### config.mk
export PLATFORM = sky130hd
export DESIGN_NAME = tvr_pwm_dac_mc
export DESIGN_NICKNAME = d
export VERILOG_FILES = /design/src/rtl/tvr_pwm_dac_mc.sv
export SDC_FILE = /design/constraint.sdc
export NUM_CORES = 1
export LEC_CHECK = 0
export CAP_MARGIN = 15
export CORE_MARGIN = 10
export CORE_UTILIZATION = 42
export CTS_BUF_LIST = sky130_fd_sc_hd__clkbuf_4 sky130_fd_sc_hd__clkbuf_8
export CTS_CLUSTER_SIZE = 25
export DETAILED_ROUTE_END_ITERATION = 8
export PLACE_DENSITY = 0.63
export SLEW_MARGIN = 0
export SYNTH_ARGS = -nofsm -noshare
export SYNTH_HDL_FRONTEND = slang
export SYNTH_SLANG_ARGS = --single-unit
### constraint.sdc
create_clock -name clk_in -period 3 [get_ports clk_in]
set_input_delay 0.6 -clock clk_in [delete_from_list [all_inputs] [get_ports clk_in]]
set_output_delay 0.6 -clock clk_in [all_outputs]
set_load 0.005 [all_outputs]
### src/rtl/tvr_pwm_dac_mc.sv
// Multi-channel audio DAC back end: per-channel PWM or first-order delta-sigma bitstream.
// Latency: PWM_OUT is registered one clk_in cycle after the counter value it encodes; a new frame reaches the output at the next period boundary.
// Backpressure: sample_ready drops while a frame is pending mid-period; a frame offered while not ready is dropped and flagged on overrun.
//
// Ports:
//   clk_in        sole clock, PWM rate
//   RST           synchronous reset, active-high
//   pwm_en        1: run; 0: outputs low, counter and accumulators held at zero
//   mode          0: PWM, 1: delta-sigma; takes effect only at a period boundary
//   sample_valid  data_in holds a new frame of CHANNELS samples
//   sample_ready  frame is accepted on a cycle where sample_valid & sample_ready
//   data_in       channel c at [c*WIDTH +: WIDTH]
//   PWM_OUT       registered 1-bit DAC outputs, one per channel
//   period_start  1-cycle pulse during the first counter cycle (cnt==0) of every period
//   overrun       1-cycle pulse when a frame is offered but cannot be accepted

module tvr_pwm_dac_mc #(
    parameter int WIDTH     = 10,
    parameter int CHANNELS  = 2,
    parameter bit SIGNED_IN = 1'b1
) (
    input  logic                      clk_in,
    input  logic                      RST,
    input  logic                      pwm_en,
    input  logic                      mode,
    input  logic                      sample_valid,
    output logic                      sample_ready,
    input  logic [CHANNELS*WIDTH-1:0] data_in,
    output logic [CHANNELS-1:0]       PWM_OUT,
    output logic                      period_start,
    output logic                      overrun
);

    localparam logic [WIDTH-1:0] CNT_MAX  = {WIDTH{1'b1}};
    localparam logic [WIDTH-1:0] CNT_ONE  = WIDTH'(1);
    // Flipping the MSB turns two's complement into offset binary, so that
    // the most negative sample maps to duty 0 and zero maps to half scale.
    localparam logic [WIDTH-1:0] MSB_FLIP = SIGNED_IN ? (CNT_ONE << (WIDTH - 1)) : '0;

    // ------------------------------------------------------------------
    // State
    // ------------------------------------------------------------------
    logic [WIDTH-1:0]                 cnt;
    logic [CHANNELS-1:0][WIDTH-1:0]   shadow;   // last accepted frame
    logic [CHANNELS-1:0][WIDTH-1:0]   active;   // frame being converted this period
    logic [CHANNELS-1:0][WIDTH-1:0]   acc;      // delta-sigma error accumulators
    logic                             pending;  // shadow holds a frame not yet made active
    logic                             mode_q;   // mode in force for the current period

    // ------------------------------------------------------------------
    // Combinational control
    // ------------------------------------------------------------------
    logic                             wrap;
    logic                             accept;
    logic                             xfer;
    logic                             mode_chg;
    logic [CHANNELS-1:0][WIDTH-1:0]   u_conv;
    logic [CHANNELS-1:0][WIDTH:0]     ds_sum;
    logic [CHANNELS-1:0]              pwm_bit;

    // Last cycle of a running period; every period-boundary action keys off this.
    assign wrap = pwm_en & (cnt == CNT_MAX);

    // A pending frame blocks new ones until it has been handed to the
    // converter. On the wrap cycle the pending frame moves to active while
    // the new one lands in shadow, so the input is open on that cycle too.
    // While disabled the shadow is copied to active every cycle, so the
    // input is always open.
    assign sample_ready = ~RST & (~pending | wrap | ~pwm_en);
    assign accept       = sample_valid & sample_ready;
    assign overrun      = ~RST & sample_valid & ~sample_ready;

    assign xfer     = (wrap & pending) | ~pwm_en;
    assign mode_chg = wrap & (mode != mode_q);

    always_comb begin
        u_conv  = '0;
        ds_sum  = '0;
        pwm_bit = '0;
        for (int c = 0; c < CHANNELS; c++) begin
            u_conv[c]  = data_in[c*WIDTH +: WIDTH] ^ MSB_FLIP;
            // One extra bit: the carry out is the delta-sigma output bit.
            ds_sum[c]  = {1'b0, acc[c]} + {1'b0, active[c]};
            pwm_bit[c] = (cnt < active[c]);
        end
    end

    // ------------------------------------------------------------------
    // Period counter and period_start
    // ------------------------------------------------------------------
    always_ff @(posedge clk_in) begin
        if (RST) begin
            cnt          <= '0;
            period_start <= 1'b0;
        end else if (!pwm_en) begin
            cnt          <= '0;
            period_start <= 1'b0;
        end else begin
            cnt          <= cnt + CNT_ONE;
            period_start <= wrap;
        end
    end

    // ------------------------------------------------------------------
    // Double buffer: shadow -> active, pending flag, period mode
    // ------------------------------------------------------------------
    always_ff @(posedge clk_in) begin
        if (RST) begin
            shadow  <= '0;
            active  <= '0;
            pending <= 1'b0;
            mode_q  <= 1'b0;
        end else begin
            if (accept) begin
                shadow <= u_conv;
            end

            // The old shadow value is what transfers; a frame accepted on
            // the same cycle stays pending for the following boundary.
            if (xfer) begin
                active <= shadow;
            end

            if (accept) begin
                pending <= 1'b1;
            end else if (xfer) begin
                pending <= 1'b0;
            end

            if (wrap) begin
                mode_q <= mode;
            end
        end
    end

    // ------------------------------------------------------------------
    // Output modulators
    // ------------------------------------------------------------------
    always_ff @(posedge clk_in) begin
        if (RST || !pwm_en) begin
            PWM_OUT <= '0;
            acc     <= '0;
        end else begin
            for (int c = 0; c < CHANNELS; c++) begin
                if (mode_q) begin
                    PWM_OUT[c] <= ds_sum[c][WIDTH];
                    // A mode change restarts the accumulator so the new
                    // period's ones-density is exact from its first cycle.
                    acc[c]     <= mode_chg ? '0 : ds_sum[c][WIDTH-1:0];
                end else begin
                    PWM_OUT[c] <= pwm_bit[c];
                    acc[c]     <= '0;
                end
            end
        end
    end

endmodule

After elaboration in Yosys (flattened, before gate mapping)
Index checks and enable logic that the tools add are counted.
{ "op_classes": {"addsub": 3, "order_cmp": 2, "eq_ne": 2, "n_mux": 4, "n_bitwise": 17, "n_reduce_logical": 5} }
{ "ops": {"columns": ["cell", "n"], "rows": [
  ["$add 10x10->11", 2],
  ["$lt 10x10->1", 2],
  ["$add 10x1->10 const B", 1],
  ["$eq 10x10->1 const B", 1],
  ["$and 1x1->1", 7],
  ["$not 1->1", 7],
  ["$mux 1", 4],
  ["$or 1x1->1", 3],
  ["$reduce_or 3->1", 1],
  ["$reduce_bool 2->1", 1],
  ["$reduce_or 2->1", 1],
  ["$logic_not 1->1", 1],
  ["$logic_or 1x1->1", 1],
  ["$ne 1x1->1", 1]
]} }
{ "word_totals": {"ff_bits": 75, "out_inout_bits": 5, "wordCells": 44} }

Longest topological paths before layout
{ "logic_depth": {"ltp_word": 7, "depth_mapped": 7, "mapped_depth_nobuf": 7} }

Least setup slack after synthesis
OpenSTA, ideal clock, no wires.
{ "synth_path": {"path_type": "register to register", "startpoint": "reg active[10] (netlist name)", "endpoint": "reg PWM_OUT[1]", "setup_ns": 0.135, "arrival_ns": 1.982, "required_ns": 2.865, "slack_ns": 0.883, "stages_incl_launch_ff": 8, "n_path_buf": 0, "period_less_slack_ns": 2.117, "cell_sequence": "dfxtp_1 ha_1 fa_1 a211oi_1 o21bai_1 a21o_1 a2111oi_0 nor4_1"} }
{ "synth_between": {"elab_chain_len": 2, "word_cells_on_any_way": 3, "cone_classes": "add/sub: 1; order compare: 1; mux: 1"} }
{ "synth_lines": {"columns": ["element", "line", "source"], "rows": [
  ["start, declared", "45", "logic [CHANNELS-1:0][WIDTH-1:0] active;"],
  ["start signal, assigned", "121", "active <= shadow;"],
  ["$add 10x10->11 or $lt 10x10->1 (tied branches)", "83, 84", null],
  ["$mux 1 *", "145", "if (mode_q) begin"],
  ["end signal, assigned by index", "146", "PWM_OUT[c] <= ds_sum[c][WIDTH];"],
  ["end signal, assigned by index", "151", "PWM_OUT[c] <= pwm_bit[c];"],
  ["end, declared", "29", "output logic [CHANNELS-1:0] PWM_OUT,"]
]} }
Every way passes the cells marked *; elsewhere a longest branch is shown, timed or not.
A chain may end at the register's enable or synchronous reset.

Final worst setup path
{ "layout_path": {"startpoint": "reg cnt[0]", "endpoint": "out sample_ready"} }
{ "layout_between": {"elab_chain_len": 5} }
{ "layout_lines": {"columns": ["element", "line", "source"], "rows": [
  ["start, declared", "43", "logic [WIDTH-1:0] cnt;"],
  ["start signal, assigned", "99", "cnt <= cnt + CNT_ONE;"],
  ["$eq 10x10->1", "62", "assign wrap = pwm_en & (cnt == CNT_MAX);"],
  ["$and 1x1->1", "62", null],
  ["$or 1x1->1 (2 in series)", "69", "assign sample_ready = ~RST & (~pending | wrap | ~pwm_en);"],
  ["$and 1x1->1", "69", null],
  ["end, declared", "27", "output logic sample_ready,"]
]} }
No other way between the ends.

==> PnR_summary.wiki <==
{| class="wikitable"
! Metric !! Value
|-
| Setup TNS || 0 ns
|-
| Sw frac || 24.9%
|-
| FILL cells || 849
|-
| Ports placed on the boundary || 30
|-
| Setup crit end kind || primary output
|-
| DP Wirelength || 6.39 mm
|-
| Fraction of power consumed by sequential logic || 52.2%
|-
| Routed via count divided by cell count || 5.29
|-
| Req. time, crit path || 2.40 ns
|-
| Count of cell types in the netlist || 47
|-
| Ratio of final minimum period to clock period || 91.8%
|-
| Peak supply drop || 0.000312 V
|-
| Crit path to || sample_ready
|-
| Normalized max-slew margin || 61.0%
|-
| Top fanout value on the critical path || 7
|-
| Grt total ovfl || 0
|-
| Number of flip-flops and latches in the synthesized netlist || 75
|-
| Number of nets produced by synthesis || 517
|-
| Hold WC Path Type || flop to flop
|-
| Fraction of layout instances using a drive strength above 1 || 5.95%
|-
| Number of buffer cells added on primary ports || 29
|-
| Gpl congestion || 0.888
|-
| Average wire per cell in the routed design || 14.1 µm
|-
| Category of the most critical setup path || flop to primary output
|-
| Area of the mapped netlist || 3860 µm²
|-
| Reg-to-Reg End || PWM_OUT[1]
|-
| CP Launch Point || cnt[0]
|-
| Yosys warning total || 0
|-
| Max clock buf depth || 2
|-
| Number of violations reported at the end of detailed-routing iteration 0 || 124
|-
| Vias in the first global route || 2997
|-
| Initial standard-cell utilization of the core || 43.6%
|-
| Hold slack final || 0.455 ns
|-
| Core box area || 8850 µm²
|-
| Number of nets still failing antenna checks after routing || 0
|-
| Run status || finished, final reports clean
|-
| Tot GR Track Use || 13.5%
|-
| Maximum level of the CTS H-tree || 3
|-
| Unrepaired setup endpoints after global routing || no
|-
| Leakage power total || 1.81 nW
|-
| Clock tree from TritonCTS || yes
|-
| Floorplan row count || 34
|-
| Wire length after detailed routing || 8.41 mm
|-
| Hold buffer count at CTS || 0
|-
| Transition time at the pin with the least slew margin || 0.570 ns
|-
| Die area || 13400 µm²
|-
| Startpoint of the lowest-slack register-to-register path || active[10]
|-
| Initial antenna violation count || 0
|-
| First-pass GRT wire length || 14.6 mm
|-
| Net count of the finished layout || 548
|-
| Minimum clock period after layout || 2.75 ns
|-
| Depth of the most critical reg-to-reg path || 7
|-
| Cell area power density || 452 nW/µm²
|-
| Final count of pins violating max slew || 0
|-
| Number of clock sinks || 75
|-
| Post-CTS Repair Setup Buffers || 0
|-
| Clock network power share || 39.5%
|-
| Data arrival at the endpoint of the critical path || 2.15 ns
|-
| CTS Buf Count || 9
|-
| Die width || 116 µm
|-
| Largest net degree at the start of global routing || 41
|-
| Max Cap Violations || 0
|-
| Final number of hold-violating endpoints || 0
|-
| Post-synthesis area per instance || 8.56 µm²
|-
| Detailed-routing iteration count for the pre-antenna-repair pass || 4
|-
| Vias after detailed routing || 3150
|-
| Detailed-route DRC error count || 0
|-
| FMAX || 363 MHz
|-
| CTS root buf || sky130_fd_sc_hd__clkbuf_8
|-
| Seq/Total Area, Yosys || 38.9%
|-
| Internal power summed over all cells || 1.52 mW
|-
| Post-synthesis cell count || 451
|-
| Register clock-pin slew on the reported worst setup and hold paths || 0.08 ns
|-
| Worst-Skew Late Latency || 0.36 ns
|-
| Inserted Diodes || 0
|-
| Layout overhead on the synthesized area || 15.9%
|-
| Post-CTS sizing || 0
|-
| Startpoint kind of the worst setup timing path || flop
|-
| Switching Power || 0.504 mW
|-
| Gate power share || 8.3%
|-
| Internal reg-to-reg setup slack || 0.64 ns
|-
| Final setup violation count || 0
|-
| Die H || 116 µm
|-
| Worst-case clock skew || 0.00911 ns
|}
## power by group through the flow
stage,Sequential (mW),Combinational [mW],Clock [mW]
floorplan,1.07,0.104,0
global placement,1.08,0.166,0
detailed placement,1.08,0.170,0
CTS,1.06,0.171,0.830
global route,1.06,0.194,0.874
finish,1.06,0.168,0.798
## cells by family (layout without fill, tap and decap cells)
| logic type | Yosys count | count (layout) | share of synthesized area (%) |
|---|---|---|---|
| and+or+nand+nor | 162 | 162 | 20.3 |
| AOI/OAI and AO/OA | 120 | 120 | 19.8 |
| muxes | 2 | 2 | 0.518 |
| DFF | 75 | 75 | 38.9 |
| xor gates and xnor gates | 12 | 12 | 2.72 |
| adders and majority gates | 41 | 41 | 13.7 |
| buffers and inverters | 39 | 75 | 4.15 |
## cells in the final DEF, fill, tap and decap left out, types with 4 or more instances in the layout
cell                              Yosys  routed
sky130_fd_sc_hd__a2111oi_0            4       4
sky130_fd_sc_hd__a211oi_1             9       9
sky130_fd_sc_hd__a21o_1              10      10
sky130_fd_sc_hd__a21oi_1             38      38
sky130_fd_sc_hd__a31oi_1              4       4
sky130_fd_sc_hd__and2_1               6       6
sky130_fd_sc_hd__and3_1               4       4
sky130_fd_sc_hd__buf_4                0       8
sky130_fd_sc_hd__clkbuf_8             0       9
sky130_fd_sc_hd__clkdlybuf4s50_1      0      29
sky130_fd_sc_hd__dfxtp_1             75      75
sky130_fd_sc_hd__ha_1                39      39
sky130_fd_sc_hd__inv_1               22      22
sky130_fd_sc_hd__nand2_1             68      68
sky130_fd_sc_hd__nand2b_1            24      24
sky130_fd_sc_hd__nand3_1              7       7
sky130_fd_sc_hd__nand4_1              6       6
sky130_fd_sc_hd__nor2_1              28      28
sky130_fd_sc_hd__nor3_1               6       6
sky130_fd_sc_hd__o21ai_0             33      32
sky130_fd_sc_hd__xnor2_1              5       5
sky130_fd_sc_hd__xor2_1               7       7
## metrics by stage
| stage | instance area (µm²) | cells | total power, mW | setup slack (ns) | utilization (%) |
|---|---|---|---|---|---|
| 2_1_floorplan | 3860 | 451 | 1.17 | 0.883 | - |
| 3_3_place_gp | 4270 | 579 | 1.25 | 0.400 | 48.2 |
| 3_5_place_dp | 4270 | 579 | 1.25 | 0.380 | 48.2 |
| 4_1_cts | 4480 | 595 | 2.06 | 0.205 | 50.6 |
| 5_1_grt | 4480 | 595 | 2.13 | 0.0412 | 50.6 |
| 6_report | 4480 | 595 | 2.02 | 0.246 | 50.6 |
## cell usage after synthesis (all sizes together)
| master | n | area [µm²] |
|---|---|---|
| a211o | 1 | 8.76 |
| dfxtp | 75 | 1500 |
| xnor2 | 5 | 43.8 |
| or4 | 2 | 15.0 |
| nand2b | 24 | 150 |
| and2 | 6 | 37.5 |
| o31ai | 2 | 15.0 |
| o21bai | 3 | 22.5 |
| or3 | 3 | 18.8 |
| a31oi | 4 | 25.0 |
| a41o | 1 | 10.0 |
| nor2 | 28 | 105 |
| o211ai | 2 | 15.0 |
| o22ai | 1 | 6.26 |
| nand2 | 68 | 255 |
| o21a | 2 | 15.0 |
| nand4 | 6 | 37.5 |
| clkbuf | 12 | 46.3 |
| o21ai | 33 | 165 |
| a21oi | 38 | 190 |
| a21o | 10 | 75.1 |
| a2111o | 1 | 11.3 |
| o211a | 1 | 10.0 |
| and4 | 2 | 20.0 |
| fa | 2 | 40.0 |
| buf | 5 | 31.3 |
| nor3 | 6 | 30.0 |
| a211oi | 11 | 92.6 |
| o2111ai | 2 | 17.5 |
| a21boi | 2 | 15.0 |
| nor4 | 2 | 12.5 |
| and3 | 4 | 25.0 |
| nor3b | 2 | 15.0 |
| ha | 39 | 488 |
| nand3 | 8 | 52.6 |
| inv | 22 | 82.6 |
| a311oi | 2 | 35.0 |
| xor2 | 7 | 61.3 |
| mux2i | 2 | 20.0 |
| and2b | 1 | 7.51 |
| a2111oi | 4 | 35.0 |
## critical path, stage by stage (launching register included)
cell and delay [ns]:
sky130_fd_sc_hd__dfxtp_1 0.44, sky130_fd_sc_hd__ha_1 0.23, sky130_fd_sc_hd__and4_4 0.26, sky130_fd_sc_hd__nand3_4 0.13
sky130_fd_sc_hd__a31oi_1 0.21, sky130_fd_sc_hd__clkdlybuf4s50_1 0.53
## flip-flops by register name, indices dropped and copies added (netlist names)
name / cells
PWM_OUT: 2
acc: 20
active: 20
cnt: 10
mode_q: 1
pending: 1
period_start: 1
shadow: 20
## area by class of cell
class                           instances  area (µm²)  area share, %
Sequential cell                        75        1500           33.5
Clock inverter                          6        75.1           1.68
Inverter                               22        82.6           1.85
Tap cell                              108         135           3.02
Multi-Input combinational cell        337        2200           49.1
Clock buffer                           10         131           2.94
Timing Repair Buffer                   37         350           7.83
## how the worst min path moves through the flow
stage | startpoint | to | slack, ns | cells past startpoint
after floorplan | shadow[19] | active[19] | 0.44 | 2
after global placement | shadow[13] | active[13] | 0.45 | 2
after detailed placement | shadow[2] | active[2] | 0.45 | 2
after CTS | shadow[7] | active[7] | 0.46 | 2
after global routing | shadow[7] | active[7] | 0.48 | 2
final | shadow[7] | active[7] | 0.46 | 2
## metal layers
metal / part of all wire (%) / global-route usage [%] / up-vias
met5: 0 / 0 / -
met4: 0.68 / 3.50 / 0
met3: 2.7 / 3.46 / 7
met2: 50 / 23.2 / 34
met1: 46 / 16.3 / 1460
li1: - / - / 1649
Power figures use the tool's default switching activity.
